**src/rtl/hazard_ctrl_pkg.sv**
```systemverilog
// Shared types and constants for the hazard controller: HI/LO op encodings,
// multiply/divide latencies and the E/M scoreboard slot record.
package hazard_ctrl_pkg;

  typedef enum logic [1:0] {
    MD_NONE = 2'b00,
    MD_MULT = 2'b01,
    MD_DIV  = 2'b10,
    MD_RSVD = 2'b11
  } md_op_e;

  localparam logic [3:0] MULT_LAT = 4'd5;
  localparam logic [3:0] DIV_LAT  = 4'd10;

  typedef struct packed {
    logic       valid;
    logic [4:0] wa;
    logic [1:0] tnew;
    logic       epc;
  } slot_t;

  localparam slot_t SLOT_EMPTY = '0;

  function automatic logic [1:0] tnew_dec(input logic [1:0] t);
    return (t == 2'd0) ? 2'd0 : t - 2'd1;
  endfunction

  // A producer blocks a consumer only if its result arrives later than the consumer needs it.
  function automatic logic slot_hazard(input slot_t s, input logic [4:0] src,
                                       input logic [1:0] tuse);
    return s.valid && (s.wa != 5'd0) && (s.wa == src) && (s.tnew > tuse);
  endfunction

endpackage

```
**src/rtl/hazard_ctrl_md_busy_cnt.sv**
```systemverilog
// HI/LO unit busy counter: loads the op latency when a mult/div issues and
// counts down to zero; busy while nonzero.
module md_busy_cnt
  import hazard_ctrl_pkg::*;
(
  input  logic       clk,
  input  logic       reset,
  input  logic       start_en,
  input  logic [1:0] md_op,
  output logic       busy
);

  logic [3:0] count_q, count_d;

  always_comb begin
    count_d = count_q;
    if (start_en && md_op_e'(md_op) == MD_MULT) begin
      count_d = MULT_LAT;
    end else if (start_en && md_op_e'(md_op) == MD_DIV) begin
      count_d = DIV_LAT;
    end else if (count_q != 4'd0) begin
      count_d = count_q - 4'd1;
    end
  end

  always_ff @(posedge clk or negedge reset) begin
    if (!reset) begin
      count_q <= 4'd0;
    end else begin
      count_q <= count_d;
    end
  end

  assign busy = (count_q != 4'd0);

endmodule

```
**src/rtl/hazard_ctrl.sv**
```systemverilog
// Pipeline hazard controller: E/M Tnew scoreboard, HI/LO interlock and eret-after-mtc0
// EPC interlock. Define HAZARD_PERF_CNT_EN to add the stall_cycles counter output.
module hazard_ctrl
  import hazard_ctrl_pkg::*;
(
  input  logic        clk,
  input  logic        reset,
  input  logic [4:0]  D_rs,
  input  logic [4:0]  D_rt,
  input  logic [1:0]  Rs_Tuse,
  input  logic [1:0]  Rt_Tuse,
  input  logic        MDen,
  input  logic        D_eret,
  input  logic [4:0]  D_wa,
  input  logic [1:0]  D_tnew,
  input  logic [1:0]  D_md_op,
  input  logic        D_epc_wr,
  input  logic        flush,
  output logic        stall,
  output logic        md_busy
`ifdef HAZARD_PERF_CNT_EN
  ,
  output logic [31:0] stall_cycles
`endif
);

  slot_t e_q, e_d, m_q, m_d;
  logic  stall_rs, stall_rt, stall_md, stall_eret;
  logic  md_start_en;

  assign stall_rs   = slot_hazard(e_q, D_rs, Rs_Tuse) | slot_hazard(m_q, D_rs, Rs_Tuse);
  assign stall_rt   = slot_hazard(e_q, D_rt, Rt_Tuse) | slot_hazard(m_q, D_rt, Rt_Tuse);
  assign stall_md   = MDen & md_busy;
  assign stall_eret = D_eret & ((e_q.valid & e_q.epc) | (m_q.valid & m_q.epc));
  assign stall      = stall_rs | stall_rt | stall_md | stall_eret;

  assign md_start_en = ~stall & ~flush;

  // Flush wins over capture; a stalled D turns into a bubble in E.
  always_comb begin
    e_d      = SLOT_EMPTY;
    m_d      = e_q;
    m_d.tnew = tnew_dec(e_q.tnew);
    if (flush) begin
      m_d.valid = 1'b0;
    end else if (!stall) begin
      e_d = {1'b1, D_wa, D_tnew, D_epc_wr};
    end
  end

  always_ff @(posedge clk or negedge reset) begin
    if (!reset) begin
      e_q <= SLOT_EMPTY;
      m_q <= SLOT_EMPTY;
    end else begin
      e_q <= e_d;
      m_q <= m_d;
    end
  end

  md_busy_cnt u_md_busy_cnt (
    .clk      (clk),
    .reset    (reset),
    .start_en (md_start_en),
    .md_op    (D_md_op),
    .busy     (md_busy)
  );

`ifdef HAZARD_PERF_CNT_EN
  logic [31:0] perf_q, perf_d;

  assign perf_d = perf_q + {31'd0, stall};

  always_ff @(posedge clk or negedge reset) begin
    if (!reset) begin
      perf_q <= 32'd0;
    end else begin
      perf_q <= perf_d;
    end
  end

  assign stall_cycles = perf_q;
`endif

endmodule

```
**config.mk**
```make
export PLATFORM = sky130hd
export DESIGN_NAME = hazard_ctrl
export DESIGN_NICKNAME = d
export VERILOG_FILES = /design/src/rtl/hazard_ctrl_pkg.sv /design/src/rtl/hazard_ctrl_md_busy_cnt.sv /design/src/rtl/hazard_ctrl.sv
export SDC_FILE = /design/constraint.sdc
export NUM_CORES = 1
export LEC_CHECK = 0
export BUFFER_PORTS_ARGS = -buffer_cell sky130_fd_sc_hd__buf_2
export CAP_MARGIN = 40
export CELL_PAD_IN_SITES_DETAIL_PLACEMENT = 1
export CELL_PAD_IN_SITES_GLOBAL_PLACEMENT = 1
export CORE_UTILIZATION = 44
export DETAILED_ROUTE_END_ITERATION = 12
export GPL_TIMING_DRIVEN = 0
export MAX_ROUTING_LAYER = met4
export PLACE_DENSITY_LB_ADDON = 0.1
export SYNTH_ARGS = -nofsm -noshare
export SYNTH_HDL_FRONTEND = slang
export SYNTH_SLANG_ARGS = --single-unit
```
**constraint.sdc**
```tcl
create_clock -name clk -period 3.2 [get_ports clk]
set_input_delay 0.16 -clock clk [delete_from_list [all_inputs] [get_ports clk]]
set_output_delay 0.16 -clock clk [all_outputs]
set_load 0.05 [all_outputs]
```
==> impl_metrics.py, run 1 <==
metrics = {
    "critical_path": {
        "crit_fanout": 4,
        "endpoint": "stall",
        "cp-startpoint": "m_q[2]",
        "crit_arrival_ps": 2470,
        "required_ps": 3040,
        "r2r_cells": 8,
        "rrSetupSlack_ps": 860,
        "setup.worst_path.end_class": "output pin",
        "reg2reg_to": "u_md_busy_cnt.count_q[1]",
        "startpoint_type": "flop",
        "critical_path.reg2reg.startpoint": "u_md_busy_cnt.count_q[0]",
        "critical_path_class": "flop to output pin",
    },
    "routing": {
        "drt.antenna.violating_nets": 0,
        "detail_route.wirelength_um": 2945,
        "avgRoutedWirePerCell_um": 15.50,
        "detailedRoute.firstPassIterationCount": 8,
        "first_iter_violations": 20,
        "route.vias.total": 1028,
        "drc": 4,
        "routed_via_density": 5.411,
    },
    "placement": {
        "gpl.final_weighted_congestion": 0.7820,
        "dp_hpwl_um": 2314,
        "placed_cell_area_mm2": 0.001508,
        "port_buffers": 30,
        "post-place-ws_ps": 872.0,
    },
    "synth": {
        "synth_warnings": 0,
        "synthFlopType": "dfrtp_1",
        "synthesized_nets": 163,
        "synth-seq-cells": 22,
        "syn_area_mm2": 0.001319,
        "ys_seq_area_share_pct": 41.75,
        "yosys-top-cells-area": "dfrtp_1 42%, ha_1 9.5%, xnor2_1 9.3%",
        "synth-edff-count": 0,
        "yosysUniqueCellTypes": 29,
        "synthMostInstantiatedCell": "dfrtp_1",
        "postSynthCellCount": 124,
        "yosys_top_cell_area_share_pct": 41.75,
        "synth_top_cell_by_area": "dfrtp_1",
        "synth_async_sr_flop_share_pct": 100.0,
        "netlist_top_cells_count": "22 x dfrtp_1, 14 x xnor2_1, 13 x inv_1",
        "syn-mean-instance-area_um2": 10.64,
    },
    "pwr": {
        "power.share.sequential_pct": 39.5,
        "peakVddDrop_mv": 0.3329,
        "sw_frac_of_total_pct": 33.68,
        "cellLeakagePower_nw": 0.7933,
        "pwr-share-comb_pct": 36.8,
        "internal_power_mw": 0.6075,
        "report.power.total_mw": 0.9160,
        "power.clock.fraction_pct": 23.7,
        "power.density_cell_area_mw_per_mm2": 583.3,
        "switching_power_mw": 0.3085,
    },
    "timing": {
        "grt_setup_unrepaired": "false",
        "hold_viol_final": 0,
        "maxSlewHeadroom_pct": 46.19,
        "totalNegativeSetupSlack_ps": 0,
        "finalSetupViolations": 0,
        "timing.fmax_mhz": 380.9,
        "timing.final.ws_setup_ps": 574.6,
        "worst-slew-pin-transition_ps": 796.0,
        "min_period_over_period_pct": 82.04,
        "final.min_clock_period_ps": 2625,
        "worst_clock_skew_ps": 5.727,
        "slew_violations": 0,
    },
    "global_routing": {
        "grt_pass1_wl_um": 5050,
        "antenna_violations_before_repair": 0,
        "globalRouteOverflowTotal": 0,
        "grt_max_degree": 23,
        "grt_pass1_vias": 1088,
        "grtUsageTotal_pct": 21.43,
    },
    "finish": {
        "layout.core_utilization_pct": 55.98,
        "regArea_um2": 550.5,
        "layout-drive-gt1-share_pct": 27.04,
        "areaGrowthSynthToFinish_pct": 19.07,
        "insertedDiodeCount": 0,
        "fin_nets": 199,
        "multi_input_comb_area_um2": 714.4,
        "postLayoutCellArea_mm2": 0.001570,
        "fill_cells": 326,
    },
    "floorplan": {
        "io_pins": 31,
        "die_width_um": 56.75,
        "die-height_um": 56.75,
        "start_util_pct": 47.01,
        "rows": 19,
        "core_area_mm2": 0.002805,
        "die_area_mm2": 0.003220,
    },
    "min_path": {
        "hold_path.class": "primary input to flop",
    },
    "cts": {
        "htree_levels": 1,
        "clockBufferDepth": 2,
        "cts-root-buf": "clkbuf_4",
        "clk_pin_slew_ps": 130,
        "postCtsSetupBuffers": 0,
        "cts_buffers": 3,
        "worst_skew_pair.late_latency_ps": 320,
        "cts_tree": "done",
        "clkSinkCount": 22,
    },
    "outcome": {
        "failed_checks": "design-rule violations",
        "outcome": "finished with violations",
    },
    "run": {
        "number_of_max_capacitance_violations_reported": 0,
    },
}
kinds of logic after synthesis:
kind of cell	after synthesis	synth area share, %
flip-flops	22	41.75
AO/OA/AOI/OAI	16	10.15
AND/OR/NAND/NOR	40	19.92
adder cells (fa/ha/maj)	10	9.488
buffers and inverters	14	4.080
XOR/XNOR	22	14.61
worst max-delay path, cell delays in order, from the launching register on:
cell and delay [ps]:
dfrtp_1 410, ha_1 290, nand2_1 90, nand4_1 120, nor4_1 420, o221ai_1 280, nand2b_1 180, or2_2 120
buf_2 240
sequential cells by signal, indices dropped and copies added (netlist names):
name,flops
m_q,9
u_md_busy_cnt.count_q,4
e_q,9
worst min-delay path by stage:
stage	end	startpoint	cells past startpoint	slack, ps
CTS	e_q[0]	D_epc_wr	2	30
global placement	e_q[7]	reset	1	140
floorplan	e_q[0]	reset	0	-140
detailed placement	m_q[7]	reset	1	150
finish	e_q[0]	D_epc_wr	2	40
global route	e_q[5]	D_wa[2]	2	30
cell type report:
type                            count  area share [%]
Clock buffer                        3           1.434
Multi-Input combinational cell     88           45.50
Clock inverter                      1           1.912
Buffer                              1          0.3187
Sequential cell                    22           35.06
Inverter                           13           3.108
Timing Repair Buffer               31           10.20
Tap cell                           31           2.470
placed cells by master (no fill, tap or decap), types with 2 or more instances in the layout:
| master | n |
|---|---|
| nor4_1 | 4 |
| a211o_1 | 2 |
| nand2_1 | 4 |
| nor2_1 | 3 |
| inv_1 | 13 |
| dfrtp_1 | 22 |
| a21oi_1 | 6 |
| and2_1 | 11 |
| a22o_1 | 2 |
| xor2_1 | 8 |
| or2_2 | 2 |
| nand4_1 | 4 |
| buf_2 | 31 |
| xnor2_1 | 14 |
| nor3_1 | 2 |
| nor2b_1 | 2 |
| ha_1 | 10 |
| clkbuf_4 | 3 |
| o41a_2 | 2 |
| a211oi_1 | 2 |
metrics by stage:
stage / hold WS [ps] / std cells
floorplan: -135.6 / 124
global placement: 140.1 / 185
detailed placement: 150.5 / 185
CTS: 25.18 / 190
global route: 34.51 / 190
finish: 36.29 / 190
metal layers:
metal / part of all wire (%) / up-vias / track usage [%]
li1: - / 500 / -
met1: 46 / 491 / 26.51
met2: 48 / 30 / 36.56
met3: 3.7 / 7 / 2.995
met4: 1.9 / 0 / 6.272
met5: 0 / - / -
repair_timing:
action                    in CTS  in global routing
hold endpoints to repair      22                  0
hold buffers                   1                  0
gates resized for setup        0                  0
power by group through the flow:
stage                     registers, mW  logic, mW  clock network (mW)
final                             0.362      0.337               0.217
after global routing              0.369      0.379               0.234
after CTS                         0.362      0.342               0.224
after detailed placement          0.368      0.336                   0
after global placement            0.365      0.317                   0
after floorplan                   0.356      0.253                   0
Power figures use the tool's default switching activity.
==> inputs of run 2 (changes only) <==
--- a/config.mk
+++ b/config.mk
@@ -9,7 +9,7 @@
 export CAP_MARGIN = 40
 export CELL_PAD_IN_SITES_DETAIL_PLACEMENT = 1
 export CELL_PAD_IN_SITES_GLOBAL_PLACEMENT = 1
-export CORE_UTILIZATION = 44
+export CORE_UTILIZATION = 40
 export DETAILED_ROUTE_END_ITERATION = 12
 export GPL_TIMING_DRIVEN = 0
 export MAX_ROUTING_LAYER = met4
==> constraint.sdc (replaced) <==
create_clock -name clk -period 2.5 [get_ports clk]
set_input_delay 0.125 -clock clk [delete_from_list [all_inputs] [get_ports clk]]
set_output_delay 0.125 -clock clk [all_outputs]
set_load 0.05 [all_outputs]
==> run 2 against run 1 <==
  * The run now ends clean
  * Clock skew grew 5.4 ps
  * Largest power group is now combinational cells
  * Total power grew 34%
  * Non-clock buffer count grew 5
  * Worst hold slack lost 32 ps
  * Critical endpoint unchanged
==> impl_metrics.py, run 2 (synthesis results as in run 1) <==
metrics = {
    "routing": {
        "drt.antenna.violating_nets": 0,
        "first_iter_violations": 24,
        "avgRoutedWirePerCell_um": 15.95,
        "drc": 0,
        "routed_via_density": 5.043,
        "detailedRoute.firstPassIterationCount": 4,
        "detail_route.wirelength_um": 3318,
        "route.vias.total": 1049,
    },
    "floorplan": {
        "die-height_um": 59.42,
        "start_util_pct": 42.50,
        "die_area_mm2": 0.003531,
        "die_width_um": 59.42,
        "io_pins": 31,
        "core_area_mm2": 0.003103,
        "rows": 20,
    },
    "finish": {
        "layout_top_registers": "e_q (9), m_q (9), u_md_busy_cnt.count_q (4)",
        "layout-drive-gt1-share_pct": 31.71,
        "finish.cell_count_without_fillers": 208,
        "most_frequent_standard_cell_in_the_layout_excluding_fill_and_tap_cells": "buf_2",
        "mostFrequentLayoutCells": "29 x buf_2, 22 x dfrtp_1, 14 x xnor2_1, 13 x inv_1, 11 x and2_1",
        "insertedDiodeCount": 0,
        "areaGrowthSynthToFinish_pct": 29.32,
        "fin_nets": 204,
        "fill_cells": 361,
        "layout.core_utilization_pct": 54.96,
        "postLayoutCellArea_mm2": 0.001705,
    },
    "placement": {
        "placed_cells_incl_taps": 198,
        "gpl.final_weighted_congestion": 0.7990,
        "post-place-ws_ps": 219.9,
        "port_buffers": 30,
        "placed_cell_area_mm2": 0.001524,
        "dp_hpwl_um": 2546,
    },
    "timing": {
        "worst-slew-pin-transition_ps": 487.7,
        "maxSlewHeadroom_pct": 67.49,
        "hold_viol_final": 0,
        "hold-worst-slack_ps": 4.790,
        "finalSetupViolations": 0,
        "grt_setup_unrepaired": "false",
        "timing.fmax_mhz": 422.2,
        "final.min_clock_period_ps": 2369,
        "slew_violations": 0,
        "worst_clock_skew_ps": 11.18,
        "totalNegativeSetupSlack_ps": 0,
        "min_period_over_period_pct": 94.75,
        "timing.final.ws_setup_ps": 131.2,
    },
    "pwr": {
        "sw_frac_of_total_pct": 33.95,
        "power.clock.fraction_pct": 23.4,
        "power.density_cell_area_mw_per_mm2": 717.9,
        "power.share.sequential_pct": 37.7,
        "peakVddDrop_mv": 0.3076,
        "cellLeakagePower_nw": 0.8321,
        "switching_power_mw": 0.4157,
        "report.power.total_mw": 1.224,
        "pwr-share-comb_pct": 38.9,
        "internal_power_mw": 0.8086,
    },
    "run": {
        "number_of_max_capacitance_violations_reported": 0,
    },
    "cts": {
        "clk_pin_slew_ps": 140,
        "cts-root-buf": "clkbuf_4",
        "cts_tree": "done",
        "clkSinkCount": 22,
        "htree_levels": 1,
        "worst_skew_pair.late_latency_ps": 330,
        "clockBufferDepth": 2,
        "cts_buffers": 3,
    },
    "global_routing": {
        "globalRouteOverflowTotal": 0,
        "grt_pass1_wl_um": 5209,
        "antenna_violations_before_repair": 0,
        "grt_pass1_vias": 1144,
        "grt_max_degree": 23,
        "grtUsageTotal_pct": 21.43,
    },
    "critical_path": {
        "crit_fanout": 6,
        "setup.worst_path.end_class": "output pin",
        "crit_arrival_ps": 2240,
        "startpoint_type": "flop",
        "required_ps": 2380,
        "critical_path_class": "flop to output pin",
    },
    "outcome": {
        "outcome": "completed",
    },
    "min_path": {
        "hold_path.class": "primary input to flop",
    },
}
## run 2: final cells by class
type | count | area [um2] | share of cell area [%]
plain buffers | 1 | 7.507 | 0.4402
flip-flops and latches | 22 | 550.5 | 32.28
clock buffers | 3 | 22.52 | 1.321
well taps | 44 | 55.05 | 3.228
inverters | 13 | 48.80 | 2.861
multi-input cells | 88 | 777.0 | 45.56
repair buffers | 36 | 214.0 | 12.55
clock inverters | 1 | 30.03 | 1.761
## run 2: worst paths after layout
kind | cells after the start | startpoint | endpoint | slack (ps)
max in group asynchronous | 2 | reset | e_q[4] | 1900
max | 9 | u_md_busy_cnt.count_q[1] | stall | 130
min reg2reg | 0 | e_q[0] | m_q[0] | 410
min in group asynchronous | 2 | reset | u_md_busy_cnt.count_q[2] | 260
max reg2reg | 6 | e_q[2] | u_md_busy_cnt.count_q[2] | 240
min | 2 | D_wa[2] | e_q[5] | 5
## run 2: power by group through the flow
stage	combinational (mW)	sequential, mW	clock, mW
2_1_floorplan	0.323	0.456	0
3_3_place_gp	0.401	0.469	0
3_5_place_dp	0.427	0.473	0
4_1_cts	0.456	0.462	0.293
5_1_grt	0.540	0.469	0.301
6_report	0.476	0.462	0.286
## run 2: metal layers
metal	track usage, %	part of all wire (%)	vias to the layer above
met1	22.33	41	513
met5	-	0	-
li1	-	-	509
met2	39.49	54	22
met3	3.930	3.2	5
met4	8.163	1.4	0
## run 2: what timing repair did
item / 4_1_cts / 5_1_grt
endpoints found under the setup margin: 1 / 2
endpoints found under the hold margin: 26 / 0
setup buffers: 1 / 0
hold buffers: 5 / 0
pin swaps: 0 / 2
gates resized for setup: 2 / 11
## run 2: critical path, cell delays in order (launching register included)
cell and delay (ps):
dfrtp_1 430, inv_1 80, ha_1 150, and2_1 120, clkbuf_4 170, inv_1 60, a22o_4 280, nand2b_4 150
or2_2 310, buf_6 160
